## src/rtl/result_serializer.sv

```systemverilog
// Collects an N_ELEM-element matrix product written in any order, then streams it
// out in row-major order over a valid/ready port and pulses done when drained.
module result_serializer #(
  parameter int DATA_W = 16,
  parameter int N_ELEM = 9
) (
  input  logic              clk,
  input  logic              reset,
  input  logic              clr,
  input  logic              wr_en,
  input  logic [3:0]        wr_idx,
  input  logic [DATA_W-1:0] wr_data,
  output logic [DATA_W-1:0] dout,
  output logic              dout_valid,
  input  logic              dout_ready,
  output logic              dout_last,
  output logic              busy,
  output logic              done,
  output logic              err,
  output logic [1:0]        fsm_state
);

  localparam logic [1:0] COLLECT = 2'd0;
  localparam logic [1:0] STREAM  = 2'd1;
  localparam logic [1:0] DONE    = 2'd2;
  localparam logic [3:0] LAST    = 4'(N_ELEM - 1);

  // Output handshake: an element moves when dout_valid && dout_ready at a rising
  // edge; while dout_ready is low, dout and dout_valid hold their values.

  logic [1:0]        state;
  logic [DATA_W-1:0] mem [N_ELEM];
  logic [N_ELEM-1:0] filled;
  logic [N_ELEM-1:0] wr_mask;
  logic [3:0]        rd_ptr;
  logic              err_r;
  logic              idx_ok;

  assign idx_ok = ({28'd0, wr_idx} < N_ELEM);

  always_comb begin
    wr_mask = '0;
    if (wr_en && idx_ok) wr_mask[wr_idx] = 1'b1;
  end

  always_ff @(posedge clk or posedge reset) begin
    if (reset) begin
      state  <= COLLECT;
      filled <= '0;
      rd_ptr <= '0;
      err_r  <= 1'b0;
      for (int i = 0; i < N_ELEM; i++) mem[i] <= '0;
    end else if (clr) begin
      // Abort keeps stored data; only bookkeeping is cleared.
      state  <= COLLECT;
      filled <= '0;
      rd_ptr <= '0;
      err_r  <= 1'b0;
    end else begin
      if (wr_en && (!idx_ok || state != COLLECT)) err_r <= 1'b1;
      case (state)
        COLLECT: begin
          if (wr_en && idx_ok) mem[wr_idx] <= wr_data;
          filled <= filled | wr_mask;
          if (&(filled | wr_mask)) begin
            state  <= STREAM;
            rd_ptr <= '0;
          end
        end
        STREAM: begin
          if (dout_ready) begin
            if (rd_ptr == LAST) state <= DONE;
            else rd_ptr <= rd_ptr + 4'd1;
          end
        end
        DONE: begin
          filled <= '0;
          rd_ptr <= '0;
          state  <= COLLECT;
        end
        default: state <= COLLECT;
      endcase
    end
  end

  assign dout       = mem[rd_ptr];
  assign dout_valid = (state == STREAM);
  assign dout_last  = (state == STREAM) && (rd_ptr == LAST);
  assign busy       = (state == STREAM) || (state == DONE);
  assign done       = (state == DONE);
  assign err        = err_r;
  assign fsm_state  = state;

endmodule

```

## config.mk

```make
export PLATFORM = sky130hd
export DESIGN_NAME = result_serializer
export DESIGN_NICKNAME = d
export VERILOG_FILES = /design/src/rtl/result_serializer.sv
export SDC_FILE = /design/constraint.sdc
export NUM_CORES = 1
export LEC_CHECK = 0
export ABC_CLOCK_PERIOD_IN_PS = 12090
export BUFFER_PORTS_ARGS = -buffer_cell sky130_fd_sc_hd__buf_2
export CORE_MARGIN = 2
export CORE_UTILIZATION = 50
export CTS_CLUSTER_SIZE = 8
export DETAILED_ROUTE_END_ITERATION = 16
export GPL_ROUTABILITY_DRIVEN = 0
export PLACE_DENSITY_LB_ADDON = 0.3
export SETUP_SLACK_MARGIN = 0.02
export SLEW_MARGIN = 20
export SYNTH_ARGS = -nofsm -noshare
export SYNTH_HDL_FRONTEND = slang
export SYNTH_SLANG_ARGS = --single-unit
```

## constraint.sdc

```tcl
create_clock -name clk -period 12.09 [get_ports clk]
set_input_delay 1.8135 -clock clk [delete_from_list [all_inputs] [get_ports clk]]
set_output_delay 1.8135 -clock clk [all_outputs]
set_load 0.05 [all_outputs]
```

# After elaboration in Yosys (flattened, before gate mapping)
# Index checks and enable logic that the tools add are counted.
# word_totals
inputBits	25
word_cells	71
register_bits	160
out_inout_bits	23
# classes
n_mux	23
eq_ne	7
n_lt_le_gt_ge	6
n_bitwise	4
reduce_logical	17
n_addsub	1
# ops
cell	count
$bwmux 144	1
$bmux 16 s4	1
$demux 16 s4	1
$mux 16	3
$mux 9	2
$pmux 9 s2	1
$mux 4	4
$pmux 4 s3	1
$ge 5x5->1 const B	2
$not 4->5	2
$or 9x9->9	1
$reduce_and 9->1	1
$mux 2	4
$ne 3x2->1 const B	2
$ne 3x3->1 const B	2
$reduce_and 3->1	2
$logic_and 1x1->1	5
$lt 4x5->1 const B	1
$lt 5x1->1 const B	1
$add 4x1->4 const B	1
$demux 1 s4	1
$eq 4x4->1 const B	1
$ge 4x1->1 const B	1
$lt 4x4->1 const B	1
other kinds (12)	16

# Logic depth before layout (Yosys ltp)
# Gate-level depths: netlist (run 1).
# logic_depth
depth_word	10
ltp_mapped	11
depth_no_buf	7

# Worst setup path after synthesis (run 1)
# OpenSTA, ideal clock, no wires.
# synth_timing
kind	register -> output
startpoint	reg rd_ptr[1]
endpoint	out dout[0]
path_stages_with_launch	6
t_required_ns	10.276
t_arrival_ns	2.363
setup_slack_ns	7.914
n_path_buf	2
cell_sequence	dfrtp_1 clkbuf_1 clkbuf_1 mux4_2 mux2i_1 o21ai_0
# synth_between
elab_chain_cells	4
# synth_rtl
element	line	rtl
start: declaration	35	logic [3:0] rd_ptr;
start signal: assignment	73	else rd_ptr <= rd_ptr + 4'd1;
$not 4->5 (not written as such)	86	assign dout = mem[rd_ptr];
$bmux 16 s4	86	
$mux 16 (not written as such) (2 in series)	86	
end: declaration	13	output logic [DATA_W-1:0] dout,
# No other way between the ends. The select of a mux whose other input is x is not followed.

# Worst setup path after layout (run 1)
# layout_timing
startpoint	reg rd_ptr[3]
endpoint	out dout[4]
# Same word-level chain as after synthesis.

==> results of run 1 <==
cells in the mapped netlist (2+ instances only):
cell	instances
dfrtp_1	160
mux2_2	141
mux4_2	32
nand2_1	24
buf_2	22
mux2i_1	17
nor2_1	16
o21ai_0	16
a21oi_1	9
and3_1	7
clkbuf_1	7
inv_1	7
ha_1	6
a31oi_1	5
mux2_1	4
nand3_1	4
nand4_1	4
nor2b_1	4
and2_1	3
a211o_1	2
a211oi_1	2
a21o_1	2
and4_1	2
buf_1	2
o22ai_1	2
per-layer routing:
metal | vias to the layer above | GRT usage, % | part of all wire, %
met5 | - | 0 | 0
met4 | 0 | 8.21 | 1.5
met3 | 20 | 3.91 | 3.0
met2 | 82 | 35.6 | 51
met1 | 2341 | 27.9 | 45
li1 | 1989 | - | -
final cells by class:
| type | instances | area, um2 | share of cell area (%) |
|---|---|---|---|
| multi-input combinational | 318 | 3290 | 39.0 |
| tap | 184 | 230 | 2.73 |
| sequential | 160 | 4010 | 47.4 |
| inverter | 8 | 35.0 | 0.415 |
| clock inverter | 4 | 97.6 | 1.16 |
| timing repair buffer | 51 | 265 | 3.14 |
| clock buffer | 26 | 519 | 6.15 |
final timing paths:
kind / endpoint / slack [ns] / start
max in group asynchronous: mem[31] / 9.19 / reset
hold / removal: mem[80] / 0.49 / mem[80]
min in group asynchronous: mem[27] / 1.56 / reset
hold reg to reg: mem[80] / 0.49 / mem[80]
setup / recovery: dout[4] / 7.58 / rd_ptr[3]
setup reg to reg: mem[91] / 8.84 / fsm_state[1]
stage by stage:
step	std cells	utilization, %	total power, W
after floorplan	518	-	0.000842
after global placement	721	53.7	0.000882
after detailed placement	721	53.7	0.000901
after CTS	751	57.9	0.00146
after global routing	751	57.9	0.00151
final	751	57.9	0.00145
report_power, final:
group,internal (W),switching (W)
logic,0.000112,0.000103
registers,0.000629,0.0000454
clock network,0.000356,0.000202
state kept, by name, summed over array words and instances, names as in the netlist:
| register | count |
|---|---|
| err | 1 |
| filled | 9 |
| fsm_state | 2 |
| mem | 144 |
| rd_ptr | 4 |
cell families after synthesis:
group / after synthesis / share of synthesized area, %
AND/OR/NAND/NOR: 73 / 5.41
adder cells (fa/ha/maj): 6 / 1.00
flip-flops: 160 / 53.6
AO/OA/AOI/OAI: 45 / 3.77
multiplexers: 194 / 33.8
buffers and inverters: 40 / 2.43
worst max-delay path, stage by stage, from the launching register on:
cell and delay [ns]:
dfrtp_1 0.89, nor4b_4 0.61, buf_4 0.32, nand2_1 0.07, o21ai_0 0.07, buf_2 0.30
==> qor.csv, run 1 <==
stage,metric,value,unit
run_status,outcome,"complete, no violations",
placed_design,DP Area,7830,um2
detailed_routing,DR DRC count,0,
placed_design,IO Port Bufs,47,
synthesis,sequential fraction of the synthesis area,53.6,%
timing,min Tclk post-route,4.51,ns
timing,clock skew,0.00580,ns
clock_network,CTS H-tree lvls,4,
final_layout,post-route design area,8450,um2
final_layout,# diodes,0,
power,maximum VDD drop,0.113,mV
clock_network,root buffer cell,clkbuf_16,
final_layout,Synth-to-Final Area Change,13.1,%
critical_path,CP Launch Type,register,
detailed_routing,remaining antenna violation count after routing,0,
placed_design,HPWL after detailed placement,9360,um
synthesis,area fraction of the dominant cell type after synthesis,53.6,%
synthesis,Syn Nets,549,
final_layout,fill count,1158,
floorplan,I/O pins,48,
detailed_routing,Via-to-Cell Ratio,5.90,
grt,vias in the first global route,4854,
min_path,WHS Path Cells,1,
critical_path,CP Max Fanout,21,
critical_path,kind of critical path,reg -> out,
min_path,type of the worst min-delay path,reg -> reg,
timing,hold_ws,0.494,ns
final_layout,"most common cell after layout, fill and taps aside",dfrtp_1,
detailed_routing,vias after detailed routing,4432,
floorplan,Die W,126,um
timing,Setup TNS,0,ns
detailed_routing,drt first pass iters,4,
critical_path,CP Capture Type,primary output,
critical_path,Crit path required time,10.28,ns
power,power density cells,171,nW/um2
floorplan,Starting Density,51.2,%
clock_network,TritonCTS sink count,160,
detailed_routing,DR WL/cell,21.1,um
synthesis,"area leader, netlist",dfrtp_1,
clock_network,clk slew on worst S/H paths,0.06,ns
grt,largest net degree at the start of global routing,102,
placed_design,setup slack at placement,7.91,ns
job,MaxCap Viol Count,0,
detailed_routing,DRT iter0 DRCs,249,
timing,Setup-failing EPs final,0,
timing,Max Freq,222,MHz
synthesis,"Top FF cell, synth",dfrtp_1,
synthesis,Synth area leaders,"dfrtp_1, mux2_2, mux4_2, mux2i_1, buf_2",
final_layout,share of post-route cells with drive strength above 1,46.4,%
floorplan,Core ar.,14600,um2
timing,final worst slack,7.58,ns
final_layout,most frequent cells in the layout,"dfrtp_1, mux2_2, buf_2",
grt,"Remaining Overflow, GRT",0,
synthesis,Post-synth EDFFs,0,
timing,slew margin rel.,26.7,%
detailed_routing,Post-Route WL,15800,um
synthesis,Post-Syn Area,7470,um2
clock_network,Num CTS Buffers,17,
floorplan,Die ar.,15900,um2
timing,Tightest Pin Transition,1.10,ns
clock_network,PostCTS Resize Cnt,0,
floorplan,Die Ht,126,um
synthesis,count of cell types in the netlist,43,
timing,final period utilization,37.3,%
final_layout,Layout Nets,587,
timing,final hold violation count,0,
floorplan,row count,44,
grt,Total GRT Usage,21.3,%
clock_network,hold_buf cts,0,
synthesis,ys async rst share,100,%
grt,first-pass GRT wire length,25900,um
clock_network,maximum clock path buffer count,2,
critical_path,depth of the most critical reg-to-reg path,6,
timing,Max Slew Vio Count,0,
clock_network,TritonCTS clock tree,yes,
synthesis,"flops & latches, synth",160,
power,leakage dissipation,3.94,nW
timing,RSZ-0062 raised after global routing,false,
synthesis,Ys Warns,0,
grt,initial antenna violation count,0,
clock_network,worst skew pair latency,0.43,ns
clock_network,post-CTS setup buffer count,0,
synthesis,Cells after Synth,518,
critical_path,CP arrival,2.70,ns
synthesis,synthesized area per cell,14.4,um2
(Power assumes the default switching activity.)
==> run 2: changes to the inputs <==
--- a/config.mk
+++ b/config.mk
@@ -5,7 +5,7 @@
 export SDC_FILE = /design/constraint.sdc
 export NUM_CORES = 1
 export LEC_CHECK = 0
-export ABC_CLOCK_PERIOD_IN_PS = 12090
+export ABC_CLOCK_PERIOD_IN_PS = 3660
 export BUFFER_PORTS_ARGS = -buffer_cell sky130_fd_sc_hd__buf_2
 export CORE_MARGIN = 2
 export CORE_UTILIZATION = 50
==> constraint.sdc (replaced) <==
create_clock -name clk -period 3.66 [get_ports clk]
set_input_delay 0.549 -clock clk [delete_from_list [all_inputs] [get_ports clk]]
set_output_delay 0.549 -clock clk [all_outputs]
set_load 0.05 [all_outputs]
==> qor.csv, run 2 (synthesized netlist as in run 1, its figures left out) <==
stage,metric,value,unit,change
clock_network,PostCTS Resize Cnt,0,,unchanged
critical_path,depth of the most critical reg-to-reg path,8,,was 6
final_layout,Largest regs,"mem (144), filled (9), rd_ptr (4)",,unchanged
job,MaxCap Viol Count,0,,unchanged
grt,vias in the first global route,4870,,was 4854
timing,hold_ws,0.197,ns,was 0.494 ns
clock_network,hold_buf cts,0,,unchanged
timing,final period utilization,86.4,%,
detailed_routing,DR DRC count,0,,unchanged
clock_network,TritonCTS sink count,160,,unchanged
final_layout,most frequent cells in the layout,"dfrtp_1, mux2_2, buf_2",,unchanged
power,power density cells,551,nW/um2,was 171 nW/um2
placed_design,HPWL after detailed placement,9670,um,was 9360 um
grt,first-pass GRT wire length,26100,um,was 25900 um
final_layout,max reg flops,144,,unchanged
floorplan,Die ar.,15900,um2,unchanged
placed_design,Cells after DPL,734,,was 721
detailed_routing,DR WL/cell,20.5,um,was 21.1 um
run_status,outcome,"complete, no violations",,unchanged
critical_path,R2R Setup Slk,1.11,ns,was 8.84 ns
clock_network,CTS H-tree lvls,4,,unchanged
timing,Max Freq,316,MHz,
floorplan,row count,44,,unchanged
critical_path,kind of critical path,reg -> out,,unchanged
floorplan,Starting Density,51.2,%,unchanged
timing,Tightest Pin Transition,1.00,ns,was 1.10 ns
timing,Setup-failing EPs final,0,,unchanged
clock_network,clk slew on worst S/H paths,0.06,ns,about the same
critical_path,CP Launch Type,register,,unchanged
detailed_routing,Via-to-Cell Ratio,5.84,,was 5.90
timing,RSZ-0062 raised after global routing,false,,unchanged
power,maximum VDD drop,0.352,mV,was 0.113 mV
clock_network,post-CTS setup buffer count,0,,unchanged
critical_path,CP Capture Type,primary output,,unchanged
critical_path,r2r endpoint,mem[89],,was mem[91]
critical_path,Crit path required time,3.11,ns,was 10.28 ns
floorplan,Die Ht,126,um,unchanged
floorplan,I/O pins,48,,unchanged
final_layout,# diodes,0,,unchanged
clock_network,root buffer cell,clkbuf_16,,unchanged
final_layout,post-route design area,8540,um2,was 8450 um2
placed_design,DP Area,7950,um2,was 7830 um2
final_layout,"most common cell after layout, fill and taps aside",dfrtp_1,,unchanged
timing,slew margin rel.,33.0,%,was 26.7%
final_layout,Sequential Area,4010,um2,unchanged
min_path,type of the worst min-delay path,in -> async,,was reg -> reg
final_layout,Synth-to-Final Area Change,14.3,%,was 13.1%
final_layout,share of post-route cells with drive strength above 1,47.8,%,was 46.4%
final_layout,Largest Register,mem,,unchanged
timing,final hold violation count,0,,unchanged
grt,"Remaining Overflow, GRT",0,,unchanged
timing,Max Slew Vio Count,0,,unchanged
final_layout,Post-Layout Cell Count,765,,was 751
placed_design,IO Port Bufs,47,,unchanged
grt,initial antenna violation count,0,,unchanged
clock_network,maximum clock path buffer count,2,,unchanged
power,leakage dissipation,4.00,nW,was 3.94 nW
floorplan,Core ar.,14600,um2,unchanged
clock_network,Num CTS Buffers,17,,unchanged
timing,min Tclk post-route,3.16,ns,
grt,largest net degree at the start of global routing,85,,was 102
floorplan,Die W,126,um,unchanged
final_layout,fill count,1141,,was 1158
grt,Total GRT Usage,21.3,%,about the same
detailed_routing,DRT iter0 DRCs,320,,was 249
clock_network,TritonCTS clock tree,yes,,unchanged
timing,Setup TNS,0,ns,unchanged
final_layout,Layout Nets,600,,was 587
final_layout,multi-input logic area,3290,um2,unchanged
detailed_routing,Post-Route WL,15700,um,was 15800 um
detailed_routing,drt first pass iters,4,,unchanged
critical_path,Reg2Reg Launch Point,fsm_state[1],,unchanged
critical_path,CP arrival,2.61,ns,was 2.70 ns
detailed_routing,remaining antenna violation count after routing,0,,unchanged
critical_path,CP Max Fanout,24,,was 21
timing,clock skew,0.00631,ns,was 0.00580 ns
clock_network,worst skew pair latency,0.42,ns,was 0.43 ns
detailed_routing,vias after detailed routing,4470,,was 4432
[run 2: changes by cell type in the layout (fill, tap and decap cells not counted)]
cell and delta:
inv_6 -1, buf_12 +2, clkinv_2 +5, clkinvlp_4 +1
clkbuf_8 -5, clkbuf_1 -1, buf_4 +11, clkinv_4 +2
[run 2: layout make-up]
cell class	count	share of cell area, %
Clock buffer	20	5.23
Clock inverter	11	1.64
Inverter	8	0.396
Multi-Input combinational cell	318	38.6
Sequential cell	160	46.9
Tap cell	184	2.70
Timing Repair Buffer	64	4.54
[run 2: stage by stage]
stage               total power [W]  util, %  setup slack, ns
floorplan                   0.00278        -            0.748
global placement            0.00293     54.5            0.900
detailed placement          0.00298     54.5            0.894
CTS                         0.00474     58.5            0.445
global route                0.00492     58.5            0.292
finish                      0.00470     58.5            0.498
[run 2: power by group]
| part | internal (W) | switching, W | leakage (nW) |
|---|---|---|---|
| sequential | 0.00208 | 0.000150 | 2.06 |
| combinational | 0.000373 | 0.000339 | 1.64 |
| clock | 0.00108 | 0.000680 | 0.289 |
| total | 0.00353 | 0.00117 | 4.00 |
[run 2: routing by layer]
layer / part of all wire, % / vias up / GRT usage (%)
met1: 44 / 2360 / 28.1
met3: 3.2 / 12 / 4.72
met2: 52 / 85 / 35.7
li1: - / 2013 / -
met5: 0 / - / 0
met4: 0.82 / 0 / 6.21
[run 2: how the worst max path moves through the flow]
stage / start / endpoint / slack [ns]
global route: rd_ptr[0] / dout[14] / 0.29
global placement: rd_ptr[0] / dout[4] / 0.90
detailed placement: rd_ptr[0] / dout[4] / 0.89
floorplan: rd_ptr[1] / dout[0] / 0.75
CTS: rd_ptr[0] / dout[4] / 0.45
finish: rd_ptr[0] / dout[4] / 0.50
[run 2: critical path: stages (launching register included)]
cell     delay (ns)
dfrtp_2        0.85
buf_4          0.33
mux4_2         0.52
mux2i_1        0.16
o21ai_0        0.10
buf_2          0.22
==> run 3: changes to the inputs <==
--- a/config.mk
+++ b/config.mk
@@ -5,7 +5,8 @@
 export SDC_FILE = /design/constraint.sdc
 export NUM_CORES = 1
 export LEC_CHECK = 0
-export ABC_CLOCK_PERIOD_IN_PS = 3660
+export ABC_AREA = 1
+export ABC_CLOCK_PERIOD_IN_PS = 3600
 export BUFFER_PORTS_ARGS = -buffer_cell sky130_fd_sc_hd__buf_2
 export CORE_MARGIN = 2
 export CORE_UTILIZATION = 50
==> constraint.sdc (replaced) <==
create_clock -name clk -period 3.6 [get_ports clk]
set_input_delay 0.54 -clock clk [delete_from_list [all_inputs] [get_ports clk]]
set_output_delay 0.54 -clock clk [all_outputs]
set_load 0.05 [all_outputs]
==> qor.csv, run 3 <==
stage,metric,value,unit,change
grt,first-pass GRT wire length,30000,um,was 26100 um
clock_network,maximum clock path buffer count,2,,unchanged
floorplan,row count,45,,was 44
grt,"Remaining Overflow, GRT",0,,unchanged
critical_path,r2r endpoint,mem[16],,was mem[89]
synthesis,sequential fraction of the synthesis area,52.6,%,was 53.6%
detailed_routing,Post-Route WL,18300,um,was 15700 um
clock_network,root buffer cell,clkbuf_16,,unchanged
detailed_routing,Via-to-Cell Ratio,5.62,,was 5.84
critical_path,CP Launch Type,register,,unchanged
synthesis,Ys Warns,0,,unchanged
critical_path,Reg2Reg Launch Point,fsm_state[1],,unchanged
critical_path,depth of the most critical reg-to-reg path,6,,was 8
timing,Setup-failing EPs final,0,,unchanged
floorplan,I/O pins,48,,unchanged
detailed_routing,Metal-1 WL,8700,um,was 6920 um
critical_path,CP Capture Type,primary output,,unchanged
critical_path,Crit path required time,3.06,ns,was 3.11 ns
critical_path,R2R Setup Slk,1.01,ns,was 1.11 ns
synthesis,"flops & latches, synth",160,,unchanged
synthesis,Synth Area in Adders,0.987,%,was 1.01%
synthesis,Cells after Synth,866,,was 518
grt,Total GRT Usage,23.5,%,was 21.3%
detailed_routing,metal3 WL,994,um,was 495 um
critical_path,CP Max Fanout,68,,was 24
critical_path,crit path from,rd_ptr[0],,unchanged
final_layout,share of post-route cells with drive strength above 1,17.7,%,was 47.8%
power,maximum VDD drop,0.384,mV,was 0.352 mV
timing,clock skew,0.00424,ns,was 0.00631 ns
final_layout,Layout Nets,922,,was 600
final_layout,max reg flops,144,,unchanged
clock_network,TritonCTS clock tree,yes,,unchanged
synthesis,area fraction of the dominant cell type after synthesis,52.6,%,was 53.6%
timing,final period utilization,83.3,%,
floorplan,Core ar.,15000,um2,was 14600 um2
detailed_routing,DR WL/cell,16.7,um,was 20.5 um
final_layout,"most common cell after layout, fill and taps aside",o21ai_0,,was dfrtp_1
timing,Max Freq,333,MHz,
timing,RSZ-0062 raised after global routing,false,,unchanged
synthesis,Post-synth EDFFs,0,,unchanged
synthesis,synthesized area per cell,8.79,um2,was 14.4 um2
synthesis,Synth area leaders,"dfrtp_1, o21ai_0, nand2_1, nor2_1, o21ai_2",,"was dfrtp_1, mux2_2, mux4_2, mux2i_1, buf_2"
detailed_routing,remaining antenna violation count after routing,0,,unchanged
grt,largest net degree at the start of global routing,69,,was 85
grt,vias in the first global route,5686,,was 4870
synthesis,Synth Area in Simple Gates,19.0,%,was 5.41%
timing,Tightest Pin Transition,1.04,ns,was 1.00 ns
timing,Max Slew Vio Count,0,,unchanged
final_layout,post-route design area,8560,um2,was 8540 um2
critical_path,slowest cell on the critical path,buf_4,,was dfrtp_2
placed_design,DP Area,7940,um2,was 7950 um2
clock_network,post-CTS setup buffer count,0,,unchanged
floorplan,Die ar.,16200,um2,was 15900 um2
critical_path,critical path's most frequent cell,o21ai_0,,
clock_network,TritonCTS sink count,160,,unchanged
clock_network,worst skew pair latency,0.42,ns,about the same
synthesis,count of cell types in the netlist,34,,was 43
timing,Setup TNS,0,ns,unchanged
clock_network,hold_buf cts,0,,unchanged
final_layout,Largest Register,mem,,unchanged
critical_path,CP arrival,2.46,ns,was 2.61 ns
timing,final hold violation count,0,,unchanged
timing,min Tclk post-route,3.00,ns,
placed_design,HPWL after detailed placement,10800,um,was 9670 um
final_layout,# diodes,0,,unchanged
synthesis,Post-synth top cells,"o21ai_0, nand2_1, dfrtp_1",,"was dfrtp_1, mux2_2, mux4_2"
synthesis,"Top FF cell, synth",dfrtp_1,,unchanged
clock_network,Num CTS Buffers,17,,unchanged
detailed_routing,top sig layer,met4,,unchanged
synthesis,combinational family with the most area after synthesis,compound AO/OA/AOI/OAI gates,,was multiplexers
detailed_routing,drt first pass iters,6,,was 4
grt,initial antenna violation count,0,,unchanged
job,MaxCap Viol Count,0,,unchanged
detailed_routing,DR DRC count,0,,unchanged
placed_design,IO Port Bufs,47,,unchanged
run_status,outcome,"complete, no violations",,unchanged
detailed_routing,vias after detailed routing,6135,,was 4470
power,power density cells,761,nW/um2,was 551 nW/um2
power,leakage dissipation,4.00,nW,about the same
clock_network,clk slew on worst S/H paths,0.06,ns,about the same
final_layout,Largest regs,"mem (144), filled (9), rd_ptr (4)",,unchanged
min_path,type of the worst min-delay path,in -> async,,unchanged
synthesis,Post-Syn Area,7610,um2,was 7470 um2
synthesis,Compound-Gate Fraction of Synth Area,20.8,%,was 3.77%
synthesis,post-synthesis mux area share,0,%,was 33.8%
synthesis,ys async rst share,100,%,unchanged
critical_path,kind of critical path,reg -> out,,unchanged
floorplan,Die W,127,um,was 126 um
timing,slew margin rel.,30.5,%,was 33.0%
critical_path,end of the critical path,dout[10],,was dout[4]
clock_network,PostCTS Resize Cnt,0,,unchanged
synthesis,Syn Nets,897,,was 549
floorplan,Starting Density,50.6,%,was 51.2%
clock_network,CTS H-tree lvls,4,,unchanged
synthesis,most common cell in the synthesized netlist,o21ai_0,,was dfrtp_1
critical_path,"Cell Chain, Critical Path",buf_4 -> o21ai_0 -> o221ai_1 -> nand3_1 -> o21ai_0 -> buf_2,,was buf_4 -> mux4_2 -> mux2i_1 -> o21ai_0 -> buf_2
floorplan,Die Ht,127,um,was 126 um
final_layout,most frequent cells in the layout,"o21ai_0, nand2_1, dfrtp_1",,"was dfrtp_1, mux2_2, buf_2"
detailed_routing,WL met2,8360,um,was 8140 um
critical_path,crit-path max cell delay,0.57,ns,was 0.85 ns
synthesis,Synth Area in XOR/XNOR,0.115,%,was 0%
final_layout,Synth-to-Final Area Change,12.5,%,was 14.3%
detailed_routing,DRT iter0 DRCs,559,,was 320
synthesis,"area leader, netlist",dfrtp_1,,unchanged
[run 3: cell count changes after synthesis, moves of 13 or more]
cell      before  now
clkbuf_1       7   37
mux2i_1       17    0
inv_1          7   50
o21ai_0       16  177
mux4_2        32    0
nand2_1       24  176
nand3_1        4   20
mux2_2       141    0
buf_2         22    9
nor2_1        16   85
o21ai_1        0   13
o221ai_1       0   28
o21ai_2        0   35
[run 3: worst min path at each step]
stage / slack [ns] / to
3_3_place_gp: 0.46 / mem[97]
2_1_floorplan: 0.45 / mem[32]
3_5_place_dp: 0.47 / mem[102]
5_1_grt: 0.09 / fsm_state[1]
4_1_cts: 0.36 / fsm_state[1]
6_report: 0.08 / fsm_state[1]
[run 3: metrics by stage]
step / util [%] / hold slack, ns / std cells / power (W) / setup slack [ns]
floorplan: - / 0.448 / 866 / 0.00419 / 0.879
global placement: 52.8 / 0.460 / 1059 / 0.00465 / 1.10
detailed placement: 52.8 / 0.466 / 1059 / 0.00470 / 0.965
CTS: 56.8 / 0.362 / 1091 / 0.00653 / 0.632
global route: 56.9 / 0.0917 / 1092 / 0.00691 / 0.473
finish: 56.9 / 0.0797 / 1092 / 0.00652 / 0.600
[run 3: kinds of logic after synthesis]
| group | after synthesis |
|---|---|
| buf+inv | 113 |
| compound gates | 264 |
| fa+ha+maj | 6 |
| flops | 160 |
| simple gates | 322 |
| xor+xnor | 1 |
[run 3: power by group]
group | leakage [nW] | switching [W] | internal [W]
sequential | 2.14 | 0.000271 | 0.00229
clock | 0.289 | 0.000704 | 0.00112
combinational | 1.58 | 0.00149 | 0.000640
[run 3: final cells by class]
class | count | area, um2
clock buffers | 21 | 460
fillers | 1380 | 6470
multi-input cells | 593 | 3110
clock inverters | 11 | 138
well taps | 188 | 235
flip-flops and latches | 160 | 4010
inverters | 56 | 214
repair buffers | 63 | 393
[run 3: worst max-delay path, delay by kind of cell, from the launching register on]
kind,cells,cell delay (ns)
compound gates,3,0.63
simple gates,1,0.11
flops,1,0.37
buf+inv,2,0.90
[run 3: metal layers]
| metal | vias up | track usage, % |
|---|---|---|
| met5 | - | 0 |
| met4 | 0 | 6.85 |
| met3 | 16 | 4.23 |
| met2 | 169 | 35.9 |
| met1 | 2979 | 34.6 |
| li1 | 2971 | - |
